## config.mk

```make
export PLATFORM = sky130hd
export DESIGN_NAME = uart_rx
export DESIGN_NICKNAME = d
export VERILOG_FILES = /design/src/rtl/uart_rx_pkg.sv /design/src/rtl/uart_rx_sampler.sv /design/src/rtl/uart_rx.sv
export SDC_FILE = /design/constraint.sdc
export NUM_CORES = 1
export LEC_CHECK = 0
export ABC_AREA = 1
export CAP_MARGIN = 30
export CORE_ASPECT_RATIO = 1.2
export CORE_UTILIZATION = 50
export DETAILED_ROUTE_END_ITERATION = 10
export PLACE_DENSITY = 0.81
export REMOVE_ABC_BUFFERS = 1
export SLEW_MARGIN = 20
export SYNTH_ARGS = -nofsm -noshare
export SYNTH_HDL_FRONTEND = slang
export SYNTH_SLANG_ARGS = --single-unit
export TNS_END_PERCENT = 30
```

## constraint.sdc

```tcl
create_clock -name CLK -period 2.3 [get_ports CLK]
set_input_delay 0.23 -clock CLK [delete_from_list [all_inputs] [get_ports CLK]]
set_output_delay 0.23 -clock CLK [all_outputs]
set_load 0.02 [all_outputs]
```

## src/rtl/uart_rx_pkg.sv

```systemverilog
// -----------------------------------------------------------------------------
// uart_rx_pkg
// Shared definitions for the UART receiver:
//   - rx_state_e : receiver FSM state encoding (IDLE..STOP)
//   - PRESCALE_* : supported oversampling ratios
//   - PAR_EVEN / PAR_ODD : parity type selector values
//   - LINE_IDLE  : idle level of the serial line
// -----------------------------------------------------------------------------
package uart_rx_pkg;

  typedef enum logic [2:0] {
    ST_IDLE,
    ST_START,
    ST_DATA,
    ST_PARITY,
    ST_STOP
  } rx_state_e;

  localparam int unsigned PRESCALE_8  = 8;
  localparam int unsigned PRESCALE_16 = 16;
  localparam int unsigned PRESCALE_32 = 32;

  localparam logic PAR_EVEN = 1'b0;
  localparam logic PAR_ODD  = 1'b1;

  localparam logic LINE_IDLE = 1'b1;

endpackage : uart_rx_pkg

```

## src/rtl/uart_rx_sampler.sv

```systemverilog
// -----------------------------------------------------------------------------
// uart_rx_sampler
// Front end of the UART receiver: brings the asynchronous serial line into the
// clock domain and produces a 3-sample majority vote around the bit centre.
//
// Ports:
//   clk       in   oversampling clock
//   rst_n     in   asynchronous active-low reset
//   rx_in     in   raw serial line (asynchronous)
//   edge_cnt  in   position inside the current bit (0..P-1)
//   prescale  in   latched, legalised oversampling ratio P
//   rx_s      out  synchronized serial line
//   bit_maj   out  majority of the samples taken at P/2-1, P/2, P/2+1;
//                  meaningful from edge_cnt = P/2+2 onwards
// -----------------------------------------------------------------------------
module uart_rx_sampler
  import uart_rx_pkg::*;
#(
  parameter int CNT_W = 6
) (
  input  logic             clk,
  input  logic             rst_n,
  input  logic             rx_in,
  input  logic [CNT_W-1:0] edge_cnt,
  input  logic [CNT_W-1:0] prescale,
  output logic             rx_s,
  output logic             bit_maj
);

  logic [1:0]       sync_q, sync_d;
  logic [2:0]       samp_q, samp_d;
  logic [CNT_W-1:0] half;

  assign half = prescale >> 1;
  assign rx_s = sync_q[1];

  always_comb begin
    // NOTE: every always_comb output gets a default before any condition;
    // a path that leaves a variable unassigned would infer a latch.
    sync_d = {sync_q[0], rx_in};
    samp_d = samp_q;
    if (edge_cnt == half - CNT_W'(1)) samp_d[0] = rx_s;
    if (edge_cnt == half)             samp_d[1] = rx_s;
    if (edge_cnt == half + CNT_W'(1)) samp_d[2] = rx_s;
  end

  // Synchronizer resets to the idle level so leaving reset never looks like a
  // start bit.
  always_ff @(posedge clk or negedge rst_n) begin
    // NOTE: sequential state uses non-blocking assignments only, so every flop
    // samples the pre-edge values regardless of statement order.
    if (!rst_n) begin
      sync_q <= {2{LINE_IDLE}};
      samp_q <= {3{LINE_IDLE}};
    end else begin
      sync_q <= sync_d;
      samp_q <= samp_d;
    end
  end

  assign bit_maj = (samp_q[0] & samp_q[1]) |
                   (samp_q[0] & samp_q[2]) |
                   (samp_q[1] & samp_q[2]);

endmodule : uart_rx_sampler

```

## src/rtl/uart_rx.sv

```systemverilog
// -----------------------------------------------------------------------------
// uart_rx
// UART receiver: start bit, DATA_WIDTH data bits LSB first, optional parity,
// one stop bit, oversampled PRESCALE times per bit.
//
// Ports:
//   CLK         in   oversampling clock (PRESCALE x baud)
//   RST         in   asynchronous active-low reset
//   RX_IN       in   serial line, idle high, asynchronous to CLK
//   PRESCALE    in   oversampling ratio (8/16/32; anything else acts as 8)
//   PAR_EN      in   1 = frame carries a parity bit
//   PAR_TYP     in   0 = even parity, 1 = odd parity
//   P_DATA      out  last good received byte
//   DATA_VALID  out  1-cycle strobe, P_DATA updated with a good frame
//   PAR_ERR     out  1-cycle strobe, parity mismatch in the frame just ended
//   STP_ERR     out  1-cycle strobe, stop bit sampled as 0
//
// PRESCALE/PAR_EN/PAR_TYP are captured on the start-detect cycle and held for
// the whole frame.
// -----------------------------------------------------------------------------
module uart_rx
  import uart_rx_pkg::*;
#(
  parameter int DATA_WIDTH     = 8,
  parameter int PRESCALE_WIDTH = 6
) (
  input  logic                      CLK,
  input  logic                      RST,
  input  logic                      RX_IN,
  input  logic [PRESCALE_WIDTH-1:0] PRESCALE,
  input  logic                      PAR_EN,
  input  logic                      PAR_TYP,
  output logic [DATA_WIDTH-1:0]     P_DATA,
  output logic                      DATA_VALID,
  output logic                      PAR_ERR,
  output logic                      STP_ERR
);

  localparam int CNT_W  = PRESCALE_WIDTH;
  localparam int BCNT_W = (DATA_WIDTH > 1) ? $clog2(DATA_WIDTH) : 1;

  rx_state_e         state_q, state_d;
  logic [CNT_W-1:0]  edge_cnt_q, edge_cnt_d;
  logic [BCNT_W-1:0] bit_cnt_q, bit_cnt_d;
  logic [DATA_WIDTH-1:0] shift_q, shift_d;
  logic [CNT_W-1:0]  prescale_q, prescale_d;
  logic              par_en_q, par_en_d;
  logic              par_typ_q, par_typ_d;
  logic              par_mis_q, par_mis_d;
  logic [1:0]        settle_q, settle_d;
  logic              armed_q, armed_d;
  logic [DATA_WIDTH-1:0] p_data_q, p_data_d;
  logic              data_valid_q, data_valid_d;
  logic              par_err_q, par_err_d;
  logic              stp_err_q, stp_err_d;

  logic              rx_s;
  logic              bit_maj;
  logic [CNT_W-1:0]  prescale_legal;
  logic [CNT_W-1:0]  half;
  logic              samp_valid;
  logic              bit_end;
  logic              par_expected;
  logic              stop_ok;
  logic              par_ok;

  uart_rx_sampler #(
    .CNT_W (CNT_W)
  ) u_sampler (
    .clk      (CLK),
    .rst_n    (RST),
    .rx_in    (RX_IN),
    .edge_cnt (edge_cnt_q),
    .prescale (prescale_q),
    .rx_s     (rx_s),
    .bit_maj  (bit_maj)
  );

  // Unsupported ratios fall back to 8.
  always_comb begin
    prescale_legal = CNT_W'(PRESCALE_8);
    if (PRESCALE == CNT_W'(PRESCALE_16)) prescale_legal = CNT_W'(PRESCALE_16);
    if (PRESCALE == CNT_W'(PRESCALE_32)) prescale_legal = CNT_W'(PRESCALE_32);
  end

  assign half       = prescale_q >> 1;
  assign samp_valid = (edge_cnt_q == half + CNT_W'(2));
  assign bit_end    = (edge_cnt_q == prescale_q - CNT_W'(1));

  assign par_expected = (par_typ_q == PAR_ODD) ? ~(^shift_q) : (^shift_q);
  assign stop_ok      = bit_maj;
  assign par_ok       = ~(par_en_q & par_mis_q);

  // After reset the synchronizer needs two cycles to show the real line; a
  // start is only accepted once the line has then been seen idle, so a frame
  // already in flight when reset releases is skipped.
  always_comb begin
    settle_d = (settle_q == 2'd2) ? settle_q : settle_q + 2'd1;
    armed_d  = armed_q | ((settle_q == 2'd2) & rx_s);
  end

  always_comb begin
    state_d      = state_q;
    edge_cnt_d   = edge_cnt_q;
    bit_cnt_d    = bit_cnt_q;
    shift_d      = shift_q;
    prescale_d   = prescale_q;
    par_en_d     = par_en_q;
    par_typ_d    = par_typ_q;
    par_mis_d    = par_mis_q;
    p_data_d     = p_data_q;
    data_valid_d = 1'b0;
    par_err_d    = 1'b0;
    stp_err_d    = 1'b0;

    if (state_q != ST_IDLE) begin
      edge_cnt_d = bit_end ? '0 : edge_cnt_q + CNT_W'(1);
    end

    unique case (state_q)
      ST_IDLE: begin
        edge_cnt_d = '0;
        if (armed_q && !rx_s) begin
          // This cycle is edge 0 of the start bit.
          state_d    = ST_START;
          edge_cnt_d = CNT_W'(1);
          bit_cnt_d  = '0;
          par_mis_d  = 1'b0;
          prescale_d = prescale_legal;
          par_en_d   = PAR_EN;
          par_typ_d  = PAR_TYP;
        end
      end

      ST_START: begin
        if (samp_valid && bit_maj) begin
          // Line recovered before mid-bit: treat as a glitch.
          state_d    = ST_IDLE;
          edge_cnt_d = '0;
        end else if (bit_end) begin
          state_d = ST_DATA;
        end
      end

      ST_DATA: begin
        if (samp_valid) shift_d = {bit_maj, shift_q[DATA_WIDTH-1:1]};
        if (bit_end) begin
          if (bit_cnt_q == BCNT_W'(DATA_WIDTH - 1)) begin
            state_d = par_en_q ? ST_PARITY : ST_STOP;
          end else begin
            bit_cnt_d = bit_cnt_q + BCNT_W'(1);
          end
        end
      end

      ST_PARITY: begin
        if (samp_valid) par_mis_d = (bit_maj != par_expected);
        if (bit_end)    state_d   = ST_STOP;
      end

      ST_STOP: begin
        // Leave at mid-stop-bit so a following start edge is never missed.
        if (samp_valid) begin
          state_d    = ST_IDLE;
          edge_cnt_d = '0;
          stp_err_d  = ~stop_ok;
          par_err_d  = ~par_ok;
          if (stop_ok && par_ok) begin
            p_data_d     = shift_q;
            data_valid_d = 1'b1;
          end
        end
      end

      default: begin
        state_d    = ST_IDLE;
        edge_cnt_d = '0;
      end
    endcase
  end

  always_ff @(posedge CLK or negedge RST) begin
    if (!RST) begin
      state_q      <= ST_IDLE;
      edge_cnt_q   <= '0;
      bit_cnt_q    <= '0;
      shift_q      <= '0;
      prescale_q   <= CNT_W'(PRESCALE_8);
      par_en_q     <= 1'b0;
      par_typ_q    <= PAR_EVEN;
      par_mis_q    <= 1'b0;
      settle_q     <= 2'd0;
      armed_q      <= 1'b0;
      p_data_q     <= '0;
      data_valid_q <= 1'b0;
      par_err_q    <= 1'b0;
      stp_err_q    <= 1'b0;
    end else begin
      state_q      <= state_d;
      edge_cnt_q   <= edge_cnt_d;
      bit_cnt_q    <= bit_cnt_d;
      shift_q      <= shift_d;
      prescale_q   <= prescale_d;
      par_en_q     <= par_en_d;
      par_typ_q    <= par_typ_d;
      par_mis_q    <= par_mis_d;
      settle_q     <= settle_d;
      armed_q      <= armed_d;
      p_data_q     <= p_data_d;
      data_valid_q <= data_valid_d;
      par_err_q    <= par_err_d;
      stp_err_q    <= stp_err_d;
    end
  end

  assign P_DATA     = p_data_q;
  assign DATA_VALID = data_valid_q;
  assign PAR_ERR    = par_err_q;
  assign STP_ERR    = stp_err_q;

endmodule : uart_rx

```

==> impl_metrics.env <==
export IMPL_status="finished clean"
export IMPL_fin_crit_sh=0.896
export IMPL_cts_tree="done"
export IMPL_syn_area_mm2=0.00243
export IMPL_gp_congestion=0.820
export IMPL_drv_cap=0
export IMPL_dpl_hpwl_mm=3.09
export IMPL_cts_root_buf="clkbuf_8"
export IMPL_ys_warn_count=0
export IMPL_reg2reg_slack_ns=0.24
export IMPL_cts_buffers=5
export IMPL_path_class="reg2reg"
export IMPL_crit_required_ns=2.49
export IMPL_timing_setup_tns_ns=0
export IMPL_ir_worst_vdd_v=0.000481
export IMPL_viasPerCell=4.98
export IMPL_syn_avg_cell_area_um2=8.50
export IMPL_fin_util=0.609
export IMPL_path_clk_slew_ns=0.08
export IMPL_powerDensity_mw_per_mm2=958
export IMPL_reg2reg_from="prescale_q[3]"
export IMPL_whs_ns=0.336
export IMPL_clock_path_buffers=2
export IMPL_die_w_um=65.6
export IMPL_drc=0
export IMPL_clkLatencyLatePin_ns=0.30
export IMPL_layout_nets=333
export IMPL_io_pins=22
export IMPL_fin_area_mm2=0.00282
export IMPL_drv_slew=0
export IMPL_hold_buffers=1
export IMPL_rsz0062_at_grt="false"
export IMPL_grt_pass1_wl_mm=7.70
export IMPL_port_buffers=21
export IMPL_power_mw=2.70
export IMPL_max_freq_mhz=485
export IMPL_die_height_um=78.4
export IMPL_critical_path_peak_fanout=5
export IMPL_antenna_found_initial=0
export IMPL_arrival_ns=2.25
export IMPL_post_dp_cell_area_mm2=0.00269
export IMPL_first_pass_iters=4
export IMPL_grt_usage=0.192
export IMPL_cp_num_buf_inv=2
export IMPL_grt_max_degree=31
export IMPL_start_util=0.525
export IMPL_worst_slack_ns=0.239
export IMPL_ant_nets=0
export IMPL_n_antenna_cell=0
export IMPL_syn_inst=286
export IMPL_crit_path_cell_trace="inv_2 > ha_1 > inv_1 > nand2_1 > nand2_1 > nand4_1 > nor2_1 > nor2_1 > nor2_2 > nand2_1 > nand2_1 > nand2_1"
export IMPL_hold_depth=1
export IMPL_relSlewSlack=0.689
export IMPL_min_to="u_sampler.sync_q[0]"
export IMPL_crit_family="simple AND/OR/NAND/NOR gates"
export IMPL_wire_per_inst_um=11.0
export IMPL_yosys_register_bits=45
export IMPL_post_cts_buffers=0
export IMPL_core_area_mm2=0.00463
export IMPL_r2r_end="state_q[1]"
export IMPL_setup_viol=0
export IMPL_postRouteWirelength_mm=4.12
export IMPL_path_common_cell="nand2_1"
export IMPL_num_rows=27
export IMPL_seq_area_frac_synth=0.467
export IMPL_fin_worst_skew_ns=0.00551
export IMPL_worst_pin_slew_ns=0.464
export IMPL_vias=1857
export IMPL_dp_cells=364
export IMPL_hold_class="in2reg"
export IMPL_final_cells=373
export IMPL_endpoint_kind="flop"
export IMPL_drive_above_1_share=0.152
export IMPL_cts_resized_gates=0
export IMPL_ys_types=29
export IMPL_cts_sinks=45
export IMPL_overflow=0
export IMPL_finalHoldViolations=0
export IMPL_min_from="RX_IN"
export IMPL_htreeDepth=2
export IMPL_worst_setup_path_start_kind="flop"
export IMPL_area_growth_pct=16.0
export IMPL_ff2ff_path_depth=12
export IMPL_critPathSlowestCell="dfstp_2"
export IMPL_power_leakage_nw=1.37
export IMPL_fin_crit_ns=2.06
export IMPL_grt_pass1_vias=1872
export IMPL_place_ws_ns=0.324
export IMPL_first_iter_violations=75
export IMPL_slowest_delay_ns=0.56
export IMPL_fill_cells=382
export IMPL_fp_dieArea_mm2=0.00514
-- registers in the layout, summed over array words and instances, names as in the netlist, 2 cells and up --
name              flops
settle_q              2
u_sampler.sync_q      2
u_sampler.samp_q      3
shift_q               8
bit_cnt_q             3
P_DATA                8
state_q               3
prescale_q            3
edge_cnt_q            6
-- synth_stat cells (all sizes together) --
| master | instances | area share |
|---|---|---|
| a21oi | 4 | 0.0082 |
| buf | 2 | 0.0093 |
| dfrtp | 39 | 0.40 |
| dfstp | 6 | 0.065 |
| ha | 8 | 0.041 |
| inv | 42 | 0.067 |
| nand2 | 90 | 0.15 |
| nand3 | 16 | 0.035 |
| nand4 | 5 | 0.019 |
| nor2 | 20 | 0.041 |
| nor3 | 4 | 0.018 |
| nor3b | 1 | 0.0031 |
| o211ai | 1 | 0.0031 |
| o21a | 1 | 0.0031 |
| o21ai | 31 | 0.075 |
| o22ai | 1 | 0.0026 |
| xnor2 | 5 | 0.018 |
| xor2 | 10 | 0.036 |
-- layer usage --
layer,global-route usage,share of wire,vias to the layer above,wire [µm]
li1,-,-,957,-
met1,0.211,0.44,869,1810
met2,0.348,0.52,26,2140
met3,0.0451,0.029,5,118
met4,0.0717,0.014,0,59
met5,0,0,-,0
-- cells by family (layout without fill, tap and decap cells) --
group | count (synthesis) | in the layout | share of synthesized area
compound gates | 38 | 38 | 0.0917
xor+xnor | 15 | 15 | 0.0541
fa+ha+maj | 8 | 8 | 0.0412
buf+inv | 44 | 73 | 0.0762
flops | 45 | 45 | 0.467
simple gates | 136 | 136 | 0.270
-- worst max path at each step --
stage	cells after the start	to	slack [ns]	from
floorplan	12	state_q[1]	0.50	prescale_q[3]
global placement	12	state_q[1]	0.38	prescale_q[3]
detailed placement	12	state_q[1]	0.32	prescale_q[3]
CTS	12	state_q[1]	0.28	prescale_q[3]
global route	12	state_q[1]	0.07	prescale_q[3]
finish	12	state_q[1]	0.24	prescale_q[3]
-- worst reg2reg max path: stages, from the launching register on --
cell and delay (ns):
dfstp_2 0.56, inv_2 0.06, ha_1 0.32, inv_1 0.11, nand2_1 0.06, nand2_1 0.07
nand4_1 0.07, nor2_1 0.24, nor2_1 0.11, nor2_2 0.20, nand2_1 0.08, nand2_1 0.06
nand2_1 0.04
-- final cells by class --
cell class / instances / area, µm² / area share
Sequential cell: 45 / 1130 / 0.402
Multi-Input combinational cell: 197 / 1110 / 0.394
Timing Repair Buffer: 23 / 223 / 0.0790
Inverter: 42 / 163 / 0.0577
Clock buffer: 7 / 86.3 / 0.0306
Tap cell: 58 / 72.6 / 0.0257
Clock inverter: 1 / 30.0 / 0.0107
-- cells in the final DEF, fill, tap and decap left out, drive strengths merged --
master	count
xor2	10
bufinv	1
dfrtp	39
nor2	20
o211ai	1
o21ai	31
clkbuf	7
clkdlybuf4s50	20
nand2	90
nand4	5
ha	8
o22ai	1
o21a	1
nor3b	1
dlygate4sd3	1
a21oi	4
nor3	4
dfstp	6
nand3	16
buf	2
inv	42
xnor2	5
-- where the power goes --
part	switching, mW	internal [mW]
registers	0.128	0.940
logic	0.671	0.351
clock network	0.258	0.354
total	1.06	1.64
No activity file was read; power rests on OpenSTA's default activity.
